<file path="config.mk">
export PLATFORM = sky130hd
export DESIGN_NAME = lcd_ctrl
export DESIGN_NICKNAME = d
export VERILOG_FILES = /design/src/rtl/lcd_ctrl.sv
export SDC_FILE = /design/constraint.sdc
export NUM_CORES = 1
export LEC_CHECK = 0
export CAP_MARGIN = 30
export CORE_MARGIN = 3
export CORE_UTILIZATION = 58
export DETAILED_ROUTE_END_ITERATION = 12
export PLACE_DENSITY = 0.9
export SLEW_MARGIN = 40
export SYNTH_ARGS = -nofsm -noshare
export SYNTH_HDL_FRONTEND = slang
export SYNTH_SLANG_ARGS = --single-unit
</file>
<file path="constraint.sdc">
create_clock -name clk_i -period 4.7 [get_ports clk_i]
set_input_delay 1.175 -clock clk_i [delete_from_list [all_inputs] [get_ports clk_i]]
set_output_delay 1.175 -clock clk_i [all_outputs]
set_load 0.05 [all_outputs]
</file>
<file path="src/rtl/lcd_ctrl.sv">
// HD44780-style write-only LCD timing engine: byte handshake in, RS/EN/DATA waveforms out.
// Optional power-up init sequence enabled by defining LCD_INIT_EN.
module lcd_ctrl #(
    parameter int T_SETUP = 4,
    parameter int T_EN    = 12,
    parameter int T_HOLD  = 2,
    parameter int T_CMD   = 2000,
    parameter int T_CLR   = 82000,
    parameter int T_PWRUP = 750000
) (
    input  logic       clk_i,
    input  logic       rst_i,
    input  logic       req_valid_i,
    output logic       req_ready_o,
    input  logic       req_rs_i,
    input  logic [7:0] req_data_i,
    input  logic       lcd_on_i,
    output logic [7:0] lcd_data_o,
    output logic       lcd_rs_o,
    output logic       lcd_rw_o,
    output logic       lcd_en_o,
    output logic       lcd_on_o,
    output logic       busy_o,
    output logic       init_done_o
);

    function automatic int f_max(input int a, input int b);
        return (a > b) ? a : b;
    endfunction

    localparam int T_MAX = f_max(f_max(f_max(T_SETUP, T_EN), f_max(T_HOLD, T_CMD)),
                                 f_max(T_CLR, T_PWRUP));
    localparam int CW    = $clog2(T_MAX + 1);

    localparam logic [CW-1:0] C_ONE   = CW'(1);
    localparam logic [CW-1:0] C_SETUP = CW'(T_SETUP);
    localparam logic [CW-1:0] C_EN    = CW'(T_EN);
    localparam logic [CW-1:0] C_HOLD  = CW'(T_HOLD);
    localparam logic [CW-1:0] C_CMD   = CW'(T_CMD);
    localparam logic [CW-1:0] C_CLR   = CW'(T_CLR);

    typedef enum logic [2:0] {
        S_IDLE      = 3'd0,
        S_PWRUP     = 3'd1,
        S_INIT_LOAD = 3'd2,
        S_SETUP     = 3'd3,
        S_PULSE     = 3'd4,
        S_HOLD      = 3'd5,
        S_WAIT      = 3'd6
    } state_t;

`ifdef LCD_INIT_EN
    localparam state_t        S_RESET = S_PWRUP;
    localparam logic [CW-1:0] C_RESET = CW'(T_PWRUP);

    function automatic logic [7:0] f_init_byte(input logic [1:0] idx);
        case (idx)
            2'd0:    return 8'h38;
            2'd1:    return 8'h0C;
            2'd2:    return 8'h06;
            2'd3:    return 8'h01;
            default: return 8'h01;
        endcase
    endfunction

    logic [1:0] r_init_idx;
    logic [1:0] w_init_idx_nxt;
    logic       w_lat_init;
`else
    localparam state_t        S_RESET = S_IDLE;
    localparam logic [CW-1:0] C_RESET = '0;
`endif

    state_t        r_state;
    state_t        w_state_nxt;
    logic [CW-1:0] r_cnt;
    logic [CW-1:0] w_cnt_nxt;
    logic          w_lat_req;
    logic          w_is_clr;

    logic [7:0]    r_data;
    logic [7:0]    w_data_nxt;
    logic          r_rs;
    logic          w_rs_nxt;
    logic          r_en;
    logic          w_en_nxt;
    logic          r_ready;
    logic          w_ready_nxt;
    logic          r_busy;
    logic          r_init_done;
    logic          w_done_nxt;
    logic          r_lcd_on;

    // Clear/home need the long execution wait.
    assign w_is_clr = !r_rs && ((r_data == 8'h01) || (r_data == 8'h02) || (r_data == 8'h03));

    // State register and phase counter.
    always_ff @(posedge clk_i) begin
        if (rst_i) begin
            r_state    <= S_RESET;
            r_cnt      <= C_RESET;
`ifdef LCD_INIT_EN
            r_init_idx <= 2'd0;
`endif
        end else begin
            r_state    <= w_state_nxt;
            r_cnt      <= w_cnt_nxt;
`ifdef LCD_INIT_EN
            r_init_idx <= w_init_idx_nxt;
`endif
        end
    end

    // Next-state logic; every timed state leaves when the counter reaches one.
    always_comb begin
        w_state_nxt    = r_state;
        w_cnt_nxt      = r_cnt;
        w_lat_req      = 1'b0;
`ifdef LCD_INIT_EN
        w_lat_init     = 1'b0;
        w_init_idx_nxt = r_init_idx;
`endif
        case (r_state)
            S_IDLE: begin
                if (req_valid_i && r_ready) begin
                    w_state_nxt = S_SETUP;
                    w_cnt_nxt   = C_SETUP;
                    w_lat_req   = 1'b1;
                end else begin
                    w_state_nxt = S_IDLE;
                end
            end
`ifdef LCD_INIT_EN
            S_PWRUP: begin
                if (r_cnt == C_ONE) begin
                    w_state_nxt = S_INIT_LOAD;
                    w_cnt_nxt   = C_ONE;
                end else begin
                    w_cnt_nxt   = r_cnt - C_ONE;
                end
            end
            S_INIT_LOAD: begin
                w_state_nxt = S_SETUP;
                w_cnt_nxt   = C_SETUP;
                w_lat_init  = 1'b1;
            end
`endif
            S_SETUP: begin
                if (r_cnt == C_ONE) begin
                    w_state_nxt = S_PULSE;
                    w_cnt_nxt   = C_EN;
                end else begin
                    w_cnt_nxt   = r_cnt - C_ONE;
                end
            end
            S_PULSE: begin
                if (r_cnt == C_ONE) begin
                    w_state_nxt = S_HOLD;
                    w_cnt_nxt   = C_HOLD;
                end else begin
                    w_cnt_nxt   = r_cnt - C_ONE;
                end
            end
            S_HOLD: begin
                if (r_cnt == C_ONE) begin
                    w_state_nxt = S_WAIT;
                    w_cnt_nxt   = w_is_clr ? C_CLR : C_CMD;
                end else begin
                    w_cnt_nxt   = r_cnt - C_ONE;
                end
            end
            S_WAIT: begin
                if (r_cnt == C_ONE) begin
`ifdef LCD_INIT_EN
                    if (!r_init_done && (r_init_idx != 2'd3)) begin
                        w_state_nxt    = S_INIT_LOAD;
                        w_cnt_nxt      = C_ONE;
                        w_init_idx_nxt = r_init_idx + 2'd1;
                    end else begin
                        w_state_nxt    = S_IDLE;
                        w_cnt_nxt      = '0;
                    end
`else
                    w_state_nxt = S_IDLE;
                    w_cnt_nxt   = '0;
`endif
                end else begin
                    w_cnt_nxt   = r_cnt - C_ONE;
                end
            end
            default: begin
                w_state_nxt = S_IDLE;
                w_cnt_nxt   = '0;
            end
        endcase
    end

    // Output decode from the next state so every pin is a register.
    always_comb begin
        w_en_nxt    = (w_state_nxt == S_PULSE);
        w_ready_nxt = (w_state_nxt == S_IDLE);
        if (w_lat_req) begin
            w_data_nxt = req_data_i;
            w_rs_nxt   = req_rs_i;
`ifdef LCD_INIT_EN
        end else if (w_lat_init) begin
            w_data_nxt = f_init_byte(r_init_idx);
            w_rs_nxt   = 1'b0;
`endif
        end else begin
            w_data_nxt = r_data;
            w_rs_nxt   = r_rs;
        end
`ifdef LCD_INIT_EN
        w_done_nxt = r_init_done || (w_state_nxt == S_IDLE);
`else
        w_done_nxt = 1'b1;
`endif
    end

    // Registered pin drivers.
    always_ff @(posedge clk_i) begin
        if (rst_i) begin
            r_data      <= 8'h00;
            r_rs        <= 1'b0;
            r_en        <= 1'b0;
            r_ready     <= 1'b0;
            r_busy      <= 1'b1;
            r_init_done <= 1'b0;
            r_lcd_on    <= 1'b0;
        end else begin
            r_data      <= w_data_nxt;
            r_rs        <= w_rs_nxt;
            r_en        <= w_en_nxt;
            r_ready     <= w_ready_nxt;
            r_busy      <= !w_ready_nxt;
            r_init_done <= w_done_nxt;
            r_lcd_on    <= lcd_on_i;
        end
    end

    assign req_ready_o = r_ready;
    assign busy_o      = r_busy;
    assign lcd_data_o  = r_data;
    assign lcd_rs_o    = r_rs;
    assign lcd_rw_o    = 1'b0;
    assign lcd_en_o    = r_en;
    assign lcd_on_o    = r_lcd_on;
    assign init_done_o = r_init_done;

endmodule

</file>
==> Word-level counts from Yosys, hierarchy flattened <==
Index checks and enable logic that the tools add are counted.
{ "classes": {"n_addsub": 1, "eq_ne": 10, "muxes": 16, "n_reduce_logical": 8} }
{ "op_table": {"columns": ["cell", "n"], "rows": [
  ["2-to-1 mux 20 bit", 5],
  ["one-hot mux 20 bit (5 select lines)", 1],
  ["== test 20 x 1 -> 1 bit, second input constant", 1],
  ["subtractor 20 x 1 -> 20 bit, second input constant", 1],
  ["2-to-1 mux 17 bit", 1],
  ["== test 8 x 2 -> 1 bit, second input constant", 2],
  ["one-hot mux 3 bit (5 select lines)", 1],
  ["== test 3 bit, second input constant", 4],
  ["2-to-1 mux 3 bit", 4],
  ["== test 8 x 1 -> 1 bit, second input constant", 1],
  ["logical NOT 3 bit", 2],
  ["== test 3 x 2 -> 1 bit, second input constant", 1],
  ["2-to-1 mux 1 bit", 3],
  ["logical AND 1 bit", 2],
  ["logical NOT 1 bit", 2],
  ["logical OR 1 bit", 2],
  ["2-to-1 mux 2 bit", 1],
  ["inequality test 2 bit, second input constant", 1]
]} }
{ "totals": {"register_bits": 37, "inputBits": 13, "out_inout_bits": 15, "elab_cells": 44} }

==> Longest topological paths before layout <==
Gate-level depths: netlist of run 1.
{ "depth": {"ltp_word": 7, "depth_mapped": 7} }

==> Worst setup path after synthesis of run 1 <==
OpenSTA, ideal clock, no wires.
{ "synth_path": {"path_type": "input port to flip-flop", "start": "in req_valid_i", "end": "reg r_cnt[8]", "setup_ns": 0.087, "arrival_time_ns": 2.340, "required_time_ns": 4.613, "slack_ns": 2.273, "stages": 4, "path_buffers": 1, "cell_sequence": "a2111oi_2 > buf_2 > o21ai_0 > o31ai_1"} }
{ "synth_via": {"elab_chain_cells": 2} }
{ "synth_lines": {"columns": ["element", "line_no", "text"], "rows": [
  ["start: declaration", "13", "input logic req_valid_i,"],
  ["logical AND 1 bit", "125", "if (req_valid_i && r_ready) begin"],
  ["inequality test 2 bit (no source line)", null, null],
  ["end signal: assignment", "107", "r_cnt <= w_cnt_nxt;"],
  ["end: declaration", "76", "logic [CW-1:0] r_cnt;"]
]} }
No other way between the ends.
A chain may end at the register's enable or synchronous reset.

==> impl_metrics.ini, run 1 <==
[status]
status = finished clean

[timing]
post-route-period-util = 0.607
tns_ns = 0
slew_headroom = 0.499
grt_setup_unrepaired = no
finClkSkew_ns = 0.0147
max_clock_freq_mhz = 351
setup_violations = 0
fin_ws_ns = 1.85
tightest_slew_ns = 0.750
hold_violations = 0
drv_slew = 0
min_period_ns = 2.85

[detailed_routing]
drtAntennaViolNets = 0
avgRoutedWirePerCell_um = 15.7
vias = 1844
first_pass_iters = 4
dr.first_iter.drc_count = 178
vias_per_cell = 6.09
drc_errors = 0
routed_wl_um = 4740

[grt]
grt_pass1_vias = 1731
track_usage = 0.257
grt_pass1_wl_um = 8260
grt-ovfl-total = 0
antenna_found_initial = 0
grt_max_degree = 20

[clocking]
cts_tree = done
clock_latency_ns = 0.37
cts-hold-fix-buffers = 0
htreeDepth = 2
postCtsSetupRepairBufs = 0
cts-buffers-inserted = 5
cts_resized = 0
clockRootBuffer = clkbuf_4
clockBufferDepth = 2
clk_pin_slew_ns = 0.12
clock_sinks = 37

[setup_path]
worst-setup-path-type = in2reg
cp_slowest_cell = clkdlybuf4s50_1
path_delay_family = buffers and inverters
crit_cells = 5
cp-end-kind = flop
path_cells = clkdlybuf4s50_1, clkinv_1, and3_1, a31oi_1, o31ai_1
path_max_fanout = 19
worst_ep_arrival_time_ns = 3.10
worstPathBufferInverterCount = 2
cp-start-kind = primary input
cp_data_required_time_ns = 4.94
slowest_delay_ns = 0.95
reg2reg_depth = 7

[logic_synthesis]
synth_seq_cells = 37
ys.flop_type = dfxtp_1
async_reset_ff_frac = 0
synth_edf_count = 0
ys_types = 56
avgSynthCellArea_um2 = 8.23
yosysWarningCount = 0
syn_nets = 253
syn_area_mm2 = 0.00196
synthCells = 238
synth_largest_area_cell = dfxtp_1
synth_area_leaders = dfxtp_1, nand2_1, a21oi_1
seq_area_frac_synth = 0.378
synth_top_area_share = 0.378

[place]
gp_congestion = 0.879
dpl.hpwl_um = 3430
post-place-ws_ns = 1.50
port_buffers = 26

[final_layout]
antenna_cells = 0
num-fill-cells = 262
drive_gt1_frac = 0.0888
fin_util = 0.725
syn_to_final_growth_pct = 15.8
final_cell_mix = dfxtp_1, nand2_1, clkdlybuf4s50_1, a21oi_1, nor2_1
final_common_cell = dfxtp_1
final_net_count = 273

[power]
clockPowerShare = 0.154
p_int_mw = 0.609
swShare = 0.445
cellLeakagePower_nw = 0.786
p_comb_frac = 0.462
ir_drop_uv = 324
seqPwrFrac = 0.384
power.switching_mw = 0.489
p_per_area_mw_per_mm2 = 485

[floorplanning]
die_h_um = 64.1
start_util = 0.626
die_w_um = 64.1
ios = 28
core_area_mm2 = 0.00313
dieArea_mm2 = 0.00411
rows = 20

[worst_hold_path]
hold_path_class = reg2reg
worstHoldPathCells = 2

[flow_run]
drv_cap = 0
==> power groups by stage <==
stage	logic [mW]	registers (mW)	clock network, mW
finish	0.508	0.422	0.169
global route	0.570	0.430	0.190
CTS	0.504	0.420	0.170
detailed placement	0.500	0.428	0
global placement	0.492	0.425	0
floorplan	0.381	0.438	0
==> logic make-up (layout without fill, tap and decap cells) <==
logic type / after synthesis / after routing / share of synthesized area
flops: 37 / 37 / 0.378
buf+inv: 19 / 40 / 0.0447
other cells: 1 / 1 / 0.00192
xor+xnor: 14 / 14 / 0.0626
compound gates: 61 / 61 / 0.220
simple gates: 104 / 104 / 0.280
fa+ha+maj: 2 / 2 / 0.0128
==> worst register-to-register path, cell delays in order (launching register included) <==
cell     delay (ns)
dfxtp_1        0.35
inv_1          0.10
ha_1           0.26
nor3b_1        0.53
nand2_1        0.32
o31a_1         0.31
o32ai_1        0.21
a21oi_1        0.10
==> Yosys cell counts, drive strengths merged (7+ instances only) <==
cell type,count
nor4,9
a21oi,18
xor2,7
dfxtp,37
xnor2,7
nand3,10
nor2,19
o21ai,7
nor3,12
nand2,33
clkbuf,9
==> cell type report <==
type	count	area, um^2	area share
well taps	44	55.1	0.0243
clock buffers	6	41.3	0.0182
flip-flops and latches	37	741	0.327
repair buffers	28	275	0.121
clock inverters	2	10.0	0.00442
multi-input cells	182	1130	0.498
inverters	4	15.0	0.00662
==> state kept, by name (all words and copies together) (netlist names) <==
register and cells:
req_ready_o 1, r_state 3, r_cnt 20, lcd_rs_o 1
busy_o 1, lcd_on_o 1, lcd_en_o 1, lcd_data_o 8
init_done_o 1
==> layer usage <==
layer | GRT usage | routed length, um
met3 | 0.0703 | 248
met4 | 0.140 | 140
met2 | 0.415 | 2380
met5 | 0 | 0
met1 | 0.308 | 1970
==> path summary, 6_finish.rpt <==
check | to | start | slack (ns)
worst max register to register | r_cnt[10] | r_cnt[0] | 2.43
worst min register to register | lcd_data_o[4] | lcd_data_o[4] | 0.48
worst min-delay path | lcd_data_o[4] | lcd_data_o[4] | 0.48
worst max-delay path | r_state[1] | rst_i | 1.85
==> stage by stage <==
stage / power, mW / instance area [um^2] / std cells / hold slack (ns)
2_1_floorplan: 0.819 / 1960 / 238 / 0.462
3_3_place_gp: 0.917 / 2220 / 295 / 0.458
3_5_place_dp: 0.927 / 2220 / 295 / 0.462
4_1_cts: 1.09 / 2270 / 303 / 0.478
5_1_grt: 1.19 / 2270 / 303 / 0.505
6_report: 1.10 / 2270 / 303 / 0.479
Power figures use the tool's default switching activity.
==> run 2, diff against run 1 <==
- CORE_UTILIZATION: 58 -> 49
- PLACE_DENSITY: 0.9 -> 0.82
- clock period: 4.7 -> 2.5 ns (I/O delays scaled with it)
==> run 2 against run 1 <==
Sequential power grew 89%. Die area is 17% higher. Via count rose by 1.0%. Non-clock buffer count grew 5. Critical path depth rose by 2. Clock power grew to 2.5 times the previous value. Utilization decreased by 9.4 points. Combinational power rose by 95%. Sequential cell count unchanged. Wire length up 0.30%. Setup slack worse by 1.5 ns. Sequential share of layout area decreased by 1.3 points. Critical path type is now reg2reg. Largest cell class unchanged.
==> impl_metrics.ini, run 2 (synthesized netlist as in run 1, its figures left out) <==
[status]
status = finished clean

[floorplanning]
start_util = 0.523
rows = 22
die_h_um = 69.2
ios = 28
dieArea_mm2 = 0.00479
core_area_mm2 = 0.00374
die_w_um = 69.2

[detailed_routing]
drc_errors = 0
first_pass_iters = 4
avgRoutedWirePerCell_um = 15.3
vias_per_cell = 5.99
vias = 1863
routed_wl_um = 4760
dr.first_iter.drc_count = 133
drtAntennaViolNets = 0

[grt]
grt_pass1_vias = 1792
antenna_found_initial = 0
grt_pass1_wl_um = 8270
grt-ovfl-total = 0
grt_max_degree = 17
track_usage = 0.208

[final_layout]
drive_gt1_frac = 0.106
syn_to_final_growth_pct = 20.6
largest_reg_flops = 20
regMostFlops = r_cnt
num-fill-cells = 329
final_cell_mix = dfxtp_1, nand2_1, clkdlybuf4s50_1, a21oi_1, nor2_1
final_net_count = 278
fin_util = 0.631
final_common_cell = dfxtp_1
antenna_cells = 0

[setup_path]
r2r-start = r_cnt[1]
cp-start-kind = flop
path_max_fanout = 5
cp_data_required_time_ns = 2.68
worst-setup-path-type = reg2reg
r2r_setup_slack_ns = 0.34
cp-end-kind = flop
slowest_delay_ns = 0.42
path_cells = inv_1, ha_1, nor4b_2, nand3_1, o211ai_1, o21bai_1, a311o_1
worst_ep_arrival_time_ns = 2.34
cp_slowest_cell = o211ai_1
r2r_end = r_cnt[4]
reg2reg_depth = 7

[timing]
min_period_ns = 2.16
max_clock_freq_mhz = 462
post-route-period-util = 0.865
tightest_slew_ns = 0.541
fin_ws_ns = 0.336
slew_headroom = 0.639
holdWs_ns = 0.479
hold_violations = 0
setup_violations = 0
drv_slew = 0
finClkSkew_ns = 0.00653
tns_ns = 0
grt_setup_unrepaired = no

[flow_run]
drv_cap = 0

[place]
post-place-ws_ns = 0.197
dpl.hpwl_um = 3420
port_buffers = 26
gp_congestion = 0.845

[worst_hold_path]
hold_path_class = reg2reg
hold_path_end = lcd_data_o[6]
hp-start = lcd_data_o[6]
worstHoldPathCells = 2

[power]
totalPowerFinal_mw = 2.21
p_per_area_mw_per_mm2 = 936
cellLeakagePower_nw = 0.827
ir_drop_uv = 421

[clocking]
cts_resized = 0
clock_latency_ns = 0.29
htreeDepth = 2
postCtsSetupRepairBufs = 0
clock_sinks = 37
clockRootBuffer = clkbuf_8
clk_pin_slew_ns = 0.07
clockBufferDepth = 2
cts-hold-fix-buffers = 0
cts-buffers-inserted = 5
cts_tree = done
run 2: worst max path at each step:
stage                             end  depth (start not counted)   startpoint
after floorplan             r_cnt[10]                          7     r_cnt[0]
after global placement      r_cnt[19]                          7  req_valid_i
after detailed placement     r_cnt[9]                          7  req_valid_i
after CTS                 req_ready_o                          1  req_ready_o
after global routing         r_cnt[4]                          5     r_cnt[4]
final                        r_cnt[4]                          7     r_cnt[1]
run 2: per-stage QoR:
stage | instances | cell area [um^2]
2_1_floorplan | 238 | 1960
3_3_place_gp | 304 | 2270
3_5_place_dp | 304 | 2270
4_1_cts | 311 | 2360
5_1_grt | 311 | 2360
6_report | 311 | 2360
run 2: final cells by class:
| cell class | instances | area (um^2) | share of cell area |
|---|---|---|---|
| clock buffer | 6 | 82.6 | 0.0350 |
| tap | 48 | 60.1 | 0.0254 |
| timing repair buffer | 33 | 325 | 0.138 |
| sequential | 37 | 741 | 0.314 |
| inverter | 4 | 15.0 | 0.00636 |
| clock inverter | 1 | 7.51 | 0.00318 |
| multi-input combinational | 182 | 1130 | 0.479 |
run 2: critical path, delay by kind of cell, from the launching register on:
| kind | cells | cell delay [ns] |
|---|---|---|
| AOI/OAI and AO/OA | 3 | 0.89 |
| adders and majority gates | 1 | 0.13 |
| buffers and inverters | 1 | 0.08 |
| DFF | 1 | 0.34 |
| and+or+nand+nor | 2 | 0.60 |
run 2: report_power, final:
| group | total (mW) | switching (mW) | internal (mW) |
|---|---|---|---|
| Clock | 0.424 | 0.206 | 0.218 |
| Sequential | 0.796 | 0.118 | 0.678 |
| Combinational | 0.989 | 0.596 | 0.393 |
| Total | 2.21 | 0.920 | 1.29 |
run 2: routing by layer:
layer	wire length, um	part of all wire	vias up	track usage
met5	0	0	-	0
met2	2260	0.48	61	0.337
met3	272	0.057	10	0.0391
met1	2120	0.45	879	0.260
li1	-	-	913	-
met4	103	0.022	0	0.113
==> run 3, diff against run 2 <==
- CAP_MARGIN: 30 -> 20
==> results of run 3 <==
Same layout as run 2: the final DEF is identical, and so are final timing and power.
